$ cat config.mk
export PLATFORM = sky130hd
export DESIGN_NAME = exhaustive_stim_capture_flat
export DESIGN_NICKNAME = d
export VERILOG_FILES = /design/src/rtl/stim_capture_pkg.sv /design/src/rtl/exhaustive_stim_capture_if.sv /design/src/rtl/stim_rec_fifo.sv /design/src/rtl/exhaustive_stim_capture.sv /design/src/flat_wrapper.sv
export SDC_FILE = /design/constraint.sdc
export NUM_CORES = 1
export LEC_CHECK = 0
export BUFFER_PORTS_ARGS = -buffer_cell sky130_fd_sc_hd__buf_4
export CAP_MARGIN = 40
export CORE_MARGIN = 1.5
export CORE_UTILIZATION = 51
export DETAILED_ROUTE_END_ITERATION = 12
export HOLD_SLACK_MARGIN = 0.02
export PLACE_DENSITY = 0.81
export REMOVE_ABC_BUFFERS = 1
export SLEW_MARGIN = 20
export SYNTH_ARGS = -nofsm -noshare
export SYNTH_HDL_FRONTEND = slang
export SYNTH_SLANG_ARGS = --single-unit
$ cat constraint.sdc
create_clock -name CK -period 5.1 [get_ports CK]
set_input_delay 1.02 -clock CK [delete_from_list [all_inputs] [get_ports CK]]
set_output_delay 1.02 -clock CK [all_outputs]
set_load 0.03 [all_outputs]
$ cat src/rtl/stim_capture_pkg.sv
// Shared types and constants for the exhaustive stimulus/capture harness stage.
// Optional Gray-code sweep order is selected by STIM_CAPTURE_GRAY_EN in the top.
package stim_capture_pkg;

    // Sweep controller states
    typedef enum logic [2:0] {
        IDLE,
        APPLY,
        WAIT,
        SAMPLE,
        STALL,
        DONE
    } state_t;

    // Default MISR width and its feedback polynomial (CRC-16-CCITT taps)
    localparam int              DEFAULT_SIG_W = 16;
    localparam logic [15:0]     MISR_POLY     = 16'h1021;

    // Record layout as seen by a consumer: applied pattern plus captured response
    localparam int REC_PATTERN_W = 6;

    typedef struct packed {
        logic [REC_PATTERN_W-1:0] pattern;
        logic                     resp;
    } rec_t;

endpackage

$ cat src/rtl/exhaustive_stim_capture_if.sv
// Record stream between the capture stage (master) and its consumer (slave).
interface exhaustive_stim_capture_if #(
    parameter int N_IN = 6
) ();

    logic            rec_valid;
    logic            rec_ready;
    logic [N_IN-1:0] rec_pattern;
    logic            rec_resp;

    modport master (
        output rec_valid,
        output rec_pattern,
        output rec_resp,
        input  rec_ready
    );

    modport slave (
        input  rec_valid,
        input  rec_pattern,
        input  rec_resp,
        output rec_ready
    );

endinterface

$ cat src/rtl/stim_rec_fifo.sv
// Small synchronous FIFO with registered full/empty flags.
// Head data reads as zero while empty so the stream outputs are clean after reset.
module stim_rec_fifo #(
    parameter int DEPTH = 8,
    parameter int WIDTH = 7
) (
    input  logic             clk,
    input  logic             rst_n,
    input  logic             push,
    input  logic [WIDTH-1:0] wdata,
    input  logic             pop,
    output logic [WIDTH-1:0] rdata,
    output logic             full,
    output logic             empty
);

    localparam int AW = $clog2(DEPTH);

    logic [WIDTH-1:0] mem [DEPTH];
    logic [AW-1:0]    wr_ptr;
    logic [AW-1:0]    rd_ptr;
    logic [AW:0]      count;
    logic [AW:0]      count_next;
    logic             do_push;
    logic             do_pop;

    // A push while full is dropped here; the producer sees full and retries
    assign do_push    = push && !full;
    assign do_pop     = pop && !empty;
    assign count_next = count + (AW+1)'(do_push) - (AW+1)'(do_pop);

    // Pointers, occupancy and the registered flags
    always_ff @(posedge clk or negedge rst_n) begin
        if (!rst_n) begin
            wr_ptr <= '0;
            rd_ptr <= '0;
            count  <= '0;
            full   <= 1'b0;
            empty  <= 1'b1;
        end else begin
            if (do_push) begin
                wr_ptr <= wr_ptr + AW'(1);
            end
            if (do_pop) begin
                rd_ptr <= rd_ptr + AW'(1);
            end
            count <= count_next;
            full  <= (count_next == (AW+1)'(DEPTH));
            empty <= (count_next == '0);
        end
    end

    // Storage array, written only on an accepted push
    always_ff @(posedge clk) begin
        if (do_push) begin
            mem[wr_ptr] <= wdata;
        end
    end

    assign rdata = empty ? '0 : mem[rd_ptr];

endmodule

$ cat src/rtl/exhaustive_stim_capture.sv
// Exhaustive stimulus/capture stage: sweeps every N_IN-bit pattern into a
// single-output DUT, records {pattern, response} into a FIFO and folds each
// response into a MISR signature.
// Define STIM_CAPTURE_GRAY_EN to apply the patterns in Gray-code order.
module exhaustive_stim_capture
    import stim_capture_pkg::*;
#(
    parameter int N_IN       = 6,
    parameter int SETTLE     = 1,
    parameter int FIFO_DEPTH = 8,
    parameter int SIG_W      = DEFAULT_SIG_W
) (
    input  logic                       CK,
    input  logic                       reset,
    input  logic                       start,
    output logic                       busy,
    output logic                       done,
    output logic [N_IN-1:0]            stim_out,
    input  logic                       dut_resp,
    exhaustive_stim_capture_if.master  rec_if,
    output logic [SIG_W-1:0]           signature
);

    localparam int              REC_W        = N_IN + 1;
    localparam logic [N_IN-1:0] LAST_PATTERN = '1;
    localparam logic [SIG_W-1:0] POLY        = SIG_W'(MISR_POLY);
    localparam logic [3:0]      SETTLE_LD    = 4'(SETTLE);

    state_t            state;
    state_t            state_next;
    logic [N_IN-1:0]   counter;
    logic [3:0]        settle_cnt;
    logic              captured;
    logic              accept;
    logic              push;
    logic              sample_bit;
    logic              fifo_full;
    logic              fifo_empty;
    logic [REC_W-1:0]  push_data;
    logic [REC_W-1:0]  head_data;
    logic              misr_fb;
    logic [SIG_W-1:0]  misr_next;

`ifdef STIM_CAPTURE_GRAY_EN
    assign stim_out = counter ^ (counter >> 1);
`else
    assign stim_out = counter;
`endif

    // In SAMPLE the live response is used; in STALL the bit captured earlier
    assign accept     = start && ((state == IDLE) || (state == DONE));
    assign sample_bit = (state == SAMPLE) ? dut_resp : captured;
    assign push       = ((state == SAMPLE) || (state == STALL)) && !fifo_full;
    assign push_data  = {stim_out, sample_bit};

    assign misr_fb   = signature[SIG_W-1] ^ sample_bit;
    assign misr_next = {signature[SIG_W-2:0], 1'b0} ^ (misr_fb ? POLY : '0);

    // State register
    always_ff @(posedge CK or negedge reset) begin
        if (!reset) begin
            state <= IDLE;
        end else begin
            state <= state_next;
        end
    end

    // Next-state logic: the sweep ends on the push of the all-ones counter value
    always_comb begin
        state_next = state;
        case (state)
            IDLE, DONE: begin
                if (start) begin
                    state_next = APPLY;
                end
            end
            APPLY: begin
                state_next = WAIT;
            end
            WAIT: begin
                if (settle_cnt < 4'd2) begin
                    state_next = SAMPLE;
                end
            end
            SAMPLE, STALL: begin
                if (push) begin
                    state_next = (counter == LAST_PATTERN) ? DONE : APPLY;
                end else begin
                    state_next = STALL;
                end
            end
            default: begin
                state_next = IDLE;
            end
        endcase
    end

    // Sweep datapath: pattern counter, settle timer, held response, status, MISR
    always_ff @(posedge CK or negedge reset) begin
        if (!reset) begin
            counter    <= '0;
            settle_cnt <= '0;
            captured   <= 1'b0;
            busy       <= 1'b0;
            done       <= 1'b0;
            signature  <= '1;
        end else begin
            if (accept) begin
                counter   <= '0;
                signature <= '1;
                busy      <= 1'b1;
                done      <= 1'b0;
            end
            if (state == APPLY) begin
                settle_cnt <= SETTLE_LD;
            end else if (state == WAIT) begin
                settle_cnt <= settle_cnt - 4'd1;
            end
            if (state == SAMPLE) begin
                captured <= dut_resp;
            end
            if (push) begin
                signature <= misr_next;
                if (counter == LAST_PATTERN) begin
                    busy <= 1'b0;
                    done <= 1'b1;
                end else begin
                    counter <= counter + N_IN'(1);
                end
            end
        end
    end

    stim_rec_fifo #(
        .DEPTH (FIFO_DEPTH),
        .WIDTH (REC_W)
    ) u_fifo (
        .clk   (CK),
        .rst_n (reset),
        .push  (push),
        .wdata (push_data),
        .pop   (rec_if.rec_ready),
        .rdata (head_data),
        .full  (fifo_full),
        .empty (fifo_empty)
    );

    assign rec_if.rec_valid   = !fifo_empty;
    assign rec_if.rec_pattern = head_data[REC_W-1:1];
    assign rec_if.rec_resp    = head_data[0];

endmodule

$ cat src/flat_wrapper.sv
// flat-port wrapper written by rule: the top's interface ports become plain ports
module exhaustive_stim_capture_flat import stim_capture_pkg::*;
#(
    parameter int N_IN       = 6,
    parameter int SETTLE     = 1,
    parameter int FIFO_DEPTH = 8,
    parameter int SIG_W      = DEFAULT_SIG_W
)
  (CK, reset, start, busy, done, stim_out, dut_resp, signature, rec_if_rec_valid, rec_if_rec_pattern, rec_if_rec_resp, rec_if_rec_ready);
  exhaustive_stim_capture_if #(.N_IN(N_IN)) rec_if_i ();
  input  logic CK;
  input  logic reset;
  input  logic start;
  output logic busy;
  output logic done;
  output logic [N_IN-1:0] stim_out;
  input  logic dut_resp;
  output logic [SIG_W-1:0] signature;
  output wire logic [$bits(rec_if_i.rec_valid)-1:0] rec_if_rec_valid;
  output wire logic [$bits(rec_if_i.rec_pattern)-1:0] rec_if_rec_pattern;
  output wire logic [$bits(rec_if_i.rec_resp)-1:0] rec_if_rec_resp;
  input wire logic [$bits(rec_if_i.rec_ready)-1:0] rec_if_rec_ready;
  assign rec_if_rec_valid = rec_if_i.rec_valid;
  assign rec_if_rec_pattern = rec_if_i.rec_pattern;
  assign rec_if_rec_resp = rec_if_i.rec_resp;
  assign rec_if_i.rec_ready = rec_if_rec_ready;
  exhaustive_stim_capture #(.N_IN(N_IN), .SETTLE(SETTLE), .FIFO_DEPTH(FIFO_DEPTH), .SIG_W(SIG_W)) u_core (.CK(CK), .reset(reset), .start(start), .busy(busy), .done(done), .stim_out(stim_out), .dut_resp(dut_resp), .rec_if(rec_if_i), .signature(signature));
endmodule
After elaboration in Yosys (flattened, before gate mapping)
Memories as Yosys holds them, arrays and structs flattened.
Cells that the tools add are included.
{"block": "totals", "ff_bits": 44, "ramBits": 56, "input_bits": 5, "output_inout_bits": 32, "elab_cells": 69, "n_memories": 1}
{"block": "classes", "addsub": 6, "n_lt_le_gt_ge": 1, "eq_ne": 9, "muxes": 23, "bitwise_logic": 2, "reduce_logical": 15}
{"name": "u_core.u_fifo.mem", "depth": 8, "width": 7, "rd": 1, "rd_clocked_by_memory_dff": 0, "wr": 1, "line_no": "stim_rec_fifo.sv:19", "source": "logic [WIDTH-1:0] mem [DEPTH];"}
{"operator": "$mux 16", "n": 2}
{"operator": "$mux 6", "n": 3}
{"operator": "$xor 16x16->16", "n": 1}
{"operator": "$mux 13", "n": 1}
{"operator": "$mux 3", "n": 4}
{"operator": "$pmux 3 s4", "n": 1}
{"operator": "$mux 1", "n": 9}
{"operator": "$mux 4", "n": 2}
{"operator": "$mux 7", "n": 1}
{"operator": "$add 3x1->3 const B", "n": 2}
{"operator": "$add 6x1->6 const B", "n": 1}
{"operator": "$eq 3x2->1 const B", "n": 2}
{"operator": "$eq 3x3->1 const B", "n": 2}
{"operator": "$eq 6x6->1 const B", "n": 1}
{"operator": "$add 4x1->4", "n": 1}
{"operator": "$eq 4x4->1 const B", "n": 1}
{"operator": "$logic_and 1x1->1", "n": 4}
{"operator": "$logic_not 4->1", "n": 1}
{"operator": "$lt 4x2->1 const B", "n": 1}
{"operator": "$reduce_bool 2->1", "n": 2}
{"operator": "$reduce_or 2->1", "n": 2}
{"operator": "$sub 4x1->4", "n": 1}
{"operator": "$sub 4x1->4 const B", "n": 1}
{"operator": "$eq 3x1->1 const B", "n": 1}
{"operator": "7 further kinds", "n": 9}

Longest topological paths before layout
Gate-level depths: netlist of the first run.
{"block": "depth", "word_depth": 7, "depth_mapped": 14, "mapped_depth_nobuf": 10}

Hierarchy
Synthesis of the first run repeated with hierarchy kept, for this count alone.
{"block": "unflattened", "hier_cells": 286, "hier_area_um2": 4340.4}
{"mod": "stim_rec_fifo", "instances": 1, "cells_each": 146, "area_each_um2": 2775.2, "seq_area_each_um2": 1983.2}
{"mod": "exhaustive_stim_capture", "instances": 1, "cells_each": 140, "area_each_um2": 1565.3, "seq_area_each_um2": 820.8}

Worst setup path after synthesis of the first run
Ideal clock, no wire load.
{"block": "synth_timing", "path_kind": "reg-to-reg", "start": "register u_core.state[2]", "end": "register u_core.u_fifo.full", "setup_time_ns": 0.073, "t_arrival_ns": 2.642, "required_ns": 5.027, "setup_slack_ns": 2.385, "stages_incl_launch_ff": 14, "path_buffers": 3, "period_less_slack_ns": 2.715, "path_cell_list": "dfrtp_1 > and3b_1 > o21a_1 > buf_6 > inv_2 > buf_6 > buf_6 > ha_1 > inv_1 > ha_1 > fa_1 > xor2_1 > or3_1 > nor2b_1"}
{"block": "synth_via", "elab_chain_len": 7, "word_cells_on_any_way": 8, "classes_between": "2 x add/sub; 3 x eq/ne; 3 x reduce/logical"}
{"element": "from (decl)", "line_no": "exhaustive_stim_capture.sv:29", "source": "state_t state;"}
{"element": "from (signal assigned)", "line_no": "exhaustive_stim_capture.sv:64", "source": "state <= state_next;"}
{"element": "$eq 3x2->1 or $eq 3x3->1 (tied branches)", "line_no": "exhaustive_stim_capture.sv:53", "source": "assign push = ((state == SAMPLE) || (state == STALL)) && !fifo_full;"}
{"element": "$logic_or 1x1->1 (*)", "line_no": "exhaustive_stim_capture.sv:53"}
{"element": "$logic_and 1x1->1 (*)", "line_no": "exhaustive_stim_capture.sv:53"}
{"element": "$logic_and 1x1->1 (*)", "line_no": "stim_rec_fifo.sv:28", "source": "assign do_push = push && !full;"}
{"element": "$add 4x1->4 (*)", "line_no": "stim_rec_fifo.sv:30", "source": "assign count_next = count + (AW+1)'(do_push) - (AW+1)'(do_pop);"}
{"element": "$sub 4x1->4 (*)", "line_no": "stim_rec_fifo.sv:30"}
{"element": "named net u_core.u_fifo.count_next[2]", "line_no": "stim_rec_fifo.sv:23", "source": "logic [AW:0] count_next;"}
{"element": "$eq 4x4->1 (*)", "line_no": "stim_rec_fifo.sv:48", "source": "full <= (count_next == (AW+1)'(DEPTH));"}
{"element": "to (signal assigned)", "line_no": "stim_rec_fifo.sv:48"}
{"element": "to (decl)", "line_no": "stim_rec_fifo.sv:13", "source": "output logic full,"}
Mark *: on every way through the listed nets, which the timed path passes. The rest lies on a longest branch.
A chain may end at the register's enable or synchronous reset.

Worst setup path after layout of the first run
{"block": "layout_timing", "start": "register u_core.state[0]", "end": "register u_core.u_fifo.full"}
The elaborated chain is that of the path after synthesis.

==> flow_summary.ini, run 1 <==
[die]
rows = 33
die_x_um = 95.27
design.core.area_um2 = 8217
top_level_ports = 37
dieHeight_um = 95.27
die_area_um2 = 9075
initial_core_util = 0.5284

[routing]
ant_nets = 0
via_per_inst = 5.574
drc = 0
first_pass_iters = 4
via_count = 2436
routed_wl_mm = 7.642
wl_per_cell_um = 17.49
drt_iter0_markers = 176

[grt]
grt_max_degree = 45
grt_pass1_wl_mm = 12.41
grtUsageTotal = 0.1860
grt-ovfl-total = 0
antenna_found_initial = 0
grt_pass1_vias = 2431

[place]
portBuffers = 36
dpl-instance-area_um2 = 4701
dp_slack_ps = 1826
gp_congestion = 0.8187
dp_hpwl_mm = 5.272

[sta]
finalCritPeriodShare = 0.6352
final_hold_viol_count = 0
setup_viol = 0
drv_slew = 0
skew_ps = 19.13
setup_tns_ps = 0
fin_crit_ps = 3240
rsz0062_at_grt = no
fmax_mhz = 308.7
relSlewSlack = 0.5374
finalWorstSetupSlack_ps = 1860
worst_slew_pin_slew_ps = 690.1

[status]
status = finished clean

[finish]
seq_area_um2 = 2804
final_area_um2 = 4911
fin_util = 0.5977
final_nets = 341
fillerInstances = 629
syn_to_final_growth_pct = 13.11
n_antenna_cell = 0
drive_above_1_share = 0.3012
multi_input_area_um2 = 1390

[job]
drv_cap = 0

[synthesis]
synth_seq_cells = 100
synth-edff-count = 56
yosysSeqAreaShare = 0.6458
syn_area_um2 = 4342
synth.distinct_cells = 48
ys_async_sr_fraction = 0.4400
synthCells = 290
synth.avg_cell_area_um2 = 14.97
yosysWarningCount = 0
ys.flop_type = edfxtp_1

[clocking]
cts_buffer_depth = 2
cts_htree_levels = 3
path_clk_slew_ps = 100
post_cts_resize_count = 0
numCtsBuffers = 9
cts_root_buffer = clkbuf_8
clock_sinks = 100
hold_buffers = 0
cts_tree = done
clkLatencyLatePin_ps = 370
post-cts-setup-buffers = 0

[critical_path]
worstPathRequired_ps = 5400
endpoint_kind = flop
critical_path_class = reg -> reg
path_max_fanout = 30
cp-start-kind = flop
arrival_ps = 3540

[power]
leakagePower_nw = 1.868
p_total_mw = 3.221
powerDensity_nw_per_um2 = 656.0
ir_worst_vdd_mv = 0.4955

[min_path]
hold_path.class = reg -> reg
==> final cells by class <==
cell class	instances	share of cell area
flip-flops and latches	100	0.5710
multi-input cells	159	0.2831
repair buffers	41	0.06420
well taps	105	0.02675
clock buffers	9	0.02522
clock inverters	7	0.01758
inverters	16	0.01223
==> worst max-delay path: stages, from the launching register on <==
cell and delay (ps):
dfrtp_1 670, and3b_1 280, o21a_1 340, inv_2 290, ha_1 370, inv_1 40, ha_1 200, fa_1 380
xor2_1 160, or3_1 330, nor2b_1 120
==> cell families after synthesis <==
kind of cell,Yosys count,share of synthesized area
AND/OR/NAND/NOR,61,0.07781
XOR/XNOR,14,0.03458
adder cells (fa/ha/maj),9,0.02767
buffers and inverters,31,0.03631
flip-flops,100,0.6458
multiplexers,24,0.09683
AO/OA/AOI/OAI,51,0.08098
==> state kept, by name (all words and copies together) (netlist names), 3 cells and up <==
name / flops
u_core.u_fifo.mem: 56
u_core.signature: 16
u_core.stim_out: 6
u_core.settle_cnt: 4
u_core.u_fifo.count: 4
u_core.state: 3
u_core.u_fifo.rd_ptr: 3
u_core.u_fifo.wr_ptr: 3
==> stage by stage <==
step	std cells	hold WS, ps
floorplan	275	470.9
global placement	418	481.2
detailed placement	421	481.3
CTS	437	512.5
global route	437	538.0
finish	437	515.7
==> layout by cell type, fill, tap and decap left out, types with 4 or more instances in the layout <==
cell type  instances
edfxtp_1          56
buf_4             40
dfrtp_1           27
nor2_1            17
dfstp_2           17
o22a_1            16
inv_1             15
mux4_2            14
nand2_1           13
a21oi_1           11
xnor2_1            9
clkbuf_8           9
mux2i_1            8
ha_1               8
o21ai_0            6
o21ai_1            5
nor2b_1            4
nand3_1            4
==> synthesized netlist by cell type (4+ instances only) <==
cell / instances / area (um2)
dfstp_2: 17 / 446.7
mux2i_1: 8 / 80.08
mux4_2: 14 / 315.3
a21oi_1: 11 / 55.05
nand2_1: 13 / 48.80
nor2b_1: 4 / 25.02
xnor2_1: 9 / 78.83
ha_1: 8 / 100.1
dfrtp_1: 27 / 675.7
nor3_1: 4 / 20.02
nand3_1: 4 / 20.02
edfxtp_1: 56 / 1682
o21ai_1: 5 / 25.02
o22a_1: 16 / 140.1
nor2_1: 17 / 63.81
inv_1: 15 / 56.30
clkbuf_1: 4 / 15.01
buf_4: 4 / 30.03
o21ai_0: 6 / 30.03
==> metal layers <==
metal / GRT usage / routed length, um / up-vias
li1: - / - / 1156
met1: 0.2435 / 3420 / 1220
met2: 0.3014 / 3800 / 51
met3: 0.05582 / 334 / 9
met4: 0.05224 / 87 / 0
met5: 0 / 0 / -
==> power by group <==
part / internal [mW] / total [mW] / leakage, nW / switching [mW]
logic: 0.594 / 1.28 / 0.734 / 0.688
clock network: 0.239 / 0.529 / 0.105 / 0.290
registers: 1.14 / 1.41 / 1.03 / 0.273
==> final timing paths <==
kind | start | end | slack, ps | depth (start not counted)
setup / recovery | u_core.state[0] | u_core.u_fifo.full | 1860 | 10
hold / removal | u_core.done | u_core.done | 520 | 2
setup reg to reg | u_core.state[0] | u_core.u_fifo.full | 1860 | 10
hold reg to reg | u_core.done | u_core.done | 520 | 2
max in group asynchronous | reset | u_core.state[0] | 4080 | 1
min in group asynchronous | reset | u_core.done | 630 | 1
Power figures use the tool's default switching activity.
==> run 2: changes to the inputs <==
Clock period 5.1 ns to 3.15 ns, I/O delays scaled along.
==> flow_summary.ini, run 2 (synthesized netlist as in run 1, its figures left out) <==
[status]
status = finished clean

[clocking]
post-cts-setup-buffers = 0
clkLatencyLatePin_ps = 370
cts_buffer_depth = 2
cts_root_buffer = clkbuf_8
clock_sinks = 100
cts_htree_levels = 3
path_clk_slew_ps = 110
numCtsBuffers = 9
cts_tree = done
hold_buffers = 0
post_cts_resize_count = 0

[finish]
fin_util = 0.5997
largest_reg_flops = 56
layout_common_cells = edfxtp_1 (56), buf_4 (47), dfrtp_1 (27)
final_common_cell = edfxtp_1
n_antenna_cell = 0
seq_area_um2 = 2804
top_register = u_core.u_fifo.mem
fillerInstances = 618
final_nets = 347
syn_to_final_growth_pct = 13.49
multi_input_area_um2 = 1380
drive_above_1_share = 0.3077

[power]
leakagePower_nw = 1.887
p_total_mw = 5.226
powerDensity_nw_per_um2 = 1061
ir_worst_vdd_mv = 0.6480

[die]
dieHeight_um = 95.27
initial_core_util = 0.5284
top_level_ports = 37
design.core.area_um2 = 8217
die_area_um2 = 9075
rows = 33
die_x_um = 95.27

[critical_path]
worstPathRequired_ps = 3440
path_max_fanout = 15
arrival_ps = 3020
r2r_end = u_core.u_fifo.full
rrSetupSlack_ps = 420
endpoint_kind = flop
rr_worst_depth = 10
timing.rr.start = u_core.state[2]
critical_path_class = reg -> reg
cp-start-kind = flop

[grt]
antenna_found_initial = 0
grt_max_degree = 45
grtUsageTotal = 0.1861
grt_pass1_wl_mm = 12.48
grt_pass1_vias = 2481
grt-ovfl-total = 0

[sta]
rsz0062_at_grt = no
drv_slew = 0
setup_tns_ps = 0
setup_viol = 0
fin_crit_ps = 2730
skew_ps = 16.13
relSlewSlack = 0.5513
worst_slew_pin_slew_ps = 673.1
fmax_mhz = 366.4
final_hold_viol_count = 0
finalCritPeriodShare = 0.8665

[routing]
drt_iter0_markers = 113
routed_wl_mm = 7.833
wl_per_cell_um = 17.68
via_per_inst = 5.657
ant_nets = 0
drc = 0
via_count = 2506
first_pass_iters = 4

[place]
gp_congestion = 0.7736
portBuffers = 36
dp_hpwl_mm = 5.275

[job]
drv_cap = 0

[min_path]
hold_path.class = in -> async
run 2: through the flow:
stage          hold slack, ps  setup WS [ps]  cell area [um2]  cells
6_report                256.9          420.4             4927    443
5_1_grt                 286.1          289.1             4927    443
3_5_place_dp            492.3          453.0             4728    427
2_1_floorplan           334.4          285.1             4244    275
4_1_cts                 258.4          424.8             4927    443
3_3_place_gp            491.0          587.6             4728    427
run 2: power breakdown:
group          internal (mW)  switching [mW]
clock                  0.315           0.486
combinational          0.991            1.19
sequential              1.84           0.405
run 2: area by class of cell:
| class | count | area share |
|---|---|---|
| repair buffers | 47 | 0.07161 |
| inverters | 16 | 0.01219 |
| flip-flops and latches | 100 | 0.5691 |
| clock buffers | 9 | 0.02514 |
| multi-input cells | 159 | 0.2801 |
| clock inverters | 7 | 0.01524 |
| well taps | 105 | 0.02666 |
run 2: worst max-delay path by stage:
stage	start	end	slack [ps]	depth (start not counted)
2_1_floorplan	u_core.state[0]	u_core.u_fifo.full	290	10
3_3_place_gp	u_core.state[2]	u_core.u_fifo.full	590	10
3_5_place_dp	u_core.state[2]	u_core.u_fifo.full	450	10
4_1_cts	u_core.state[2]	u_core.u_fifo.full	420	10
5_1_grt	u_core.state[2]	u_core.u_fifo.full	290	10
6_report	u_core.state[2]	u_core.u_fifo.full	420	10
run 2: routing by layer:
layer | track usage | vias to the layer above | part of all wire
met5 | 0 | - | 0
met4 | 0.05846 | 0 | 0.0097
met3 | 0.04864 | 9 | 0.046
met2 | 0.3085 | 65 | 0.49
met1 | 0.2401 | 1266 | 0.45
li1 | - | 1166 | -
run 2: worst max-delay path, cell delays in order (launching register included):
cell     delay [ps]
dfrtp_1         650
nor3b_2         290
o21a_1          170
inv_2            50
ha_1            270
inv_1            40
ha_1            190
fa_1            380
xor2_1          160
or3_1           330
nor2b_1         140
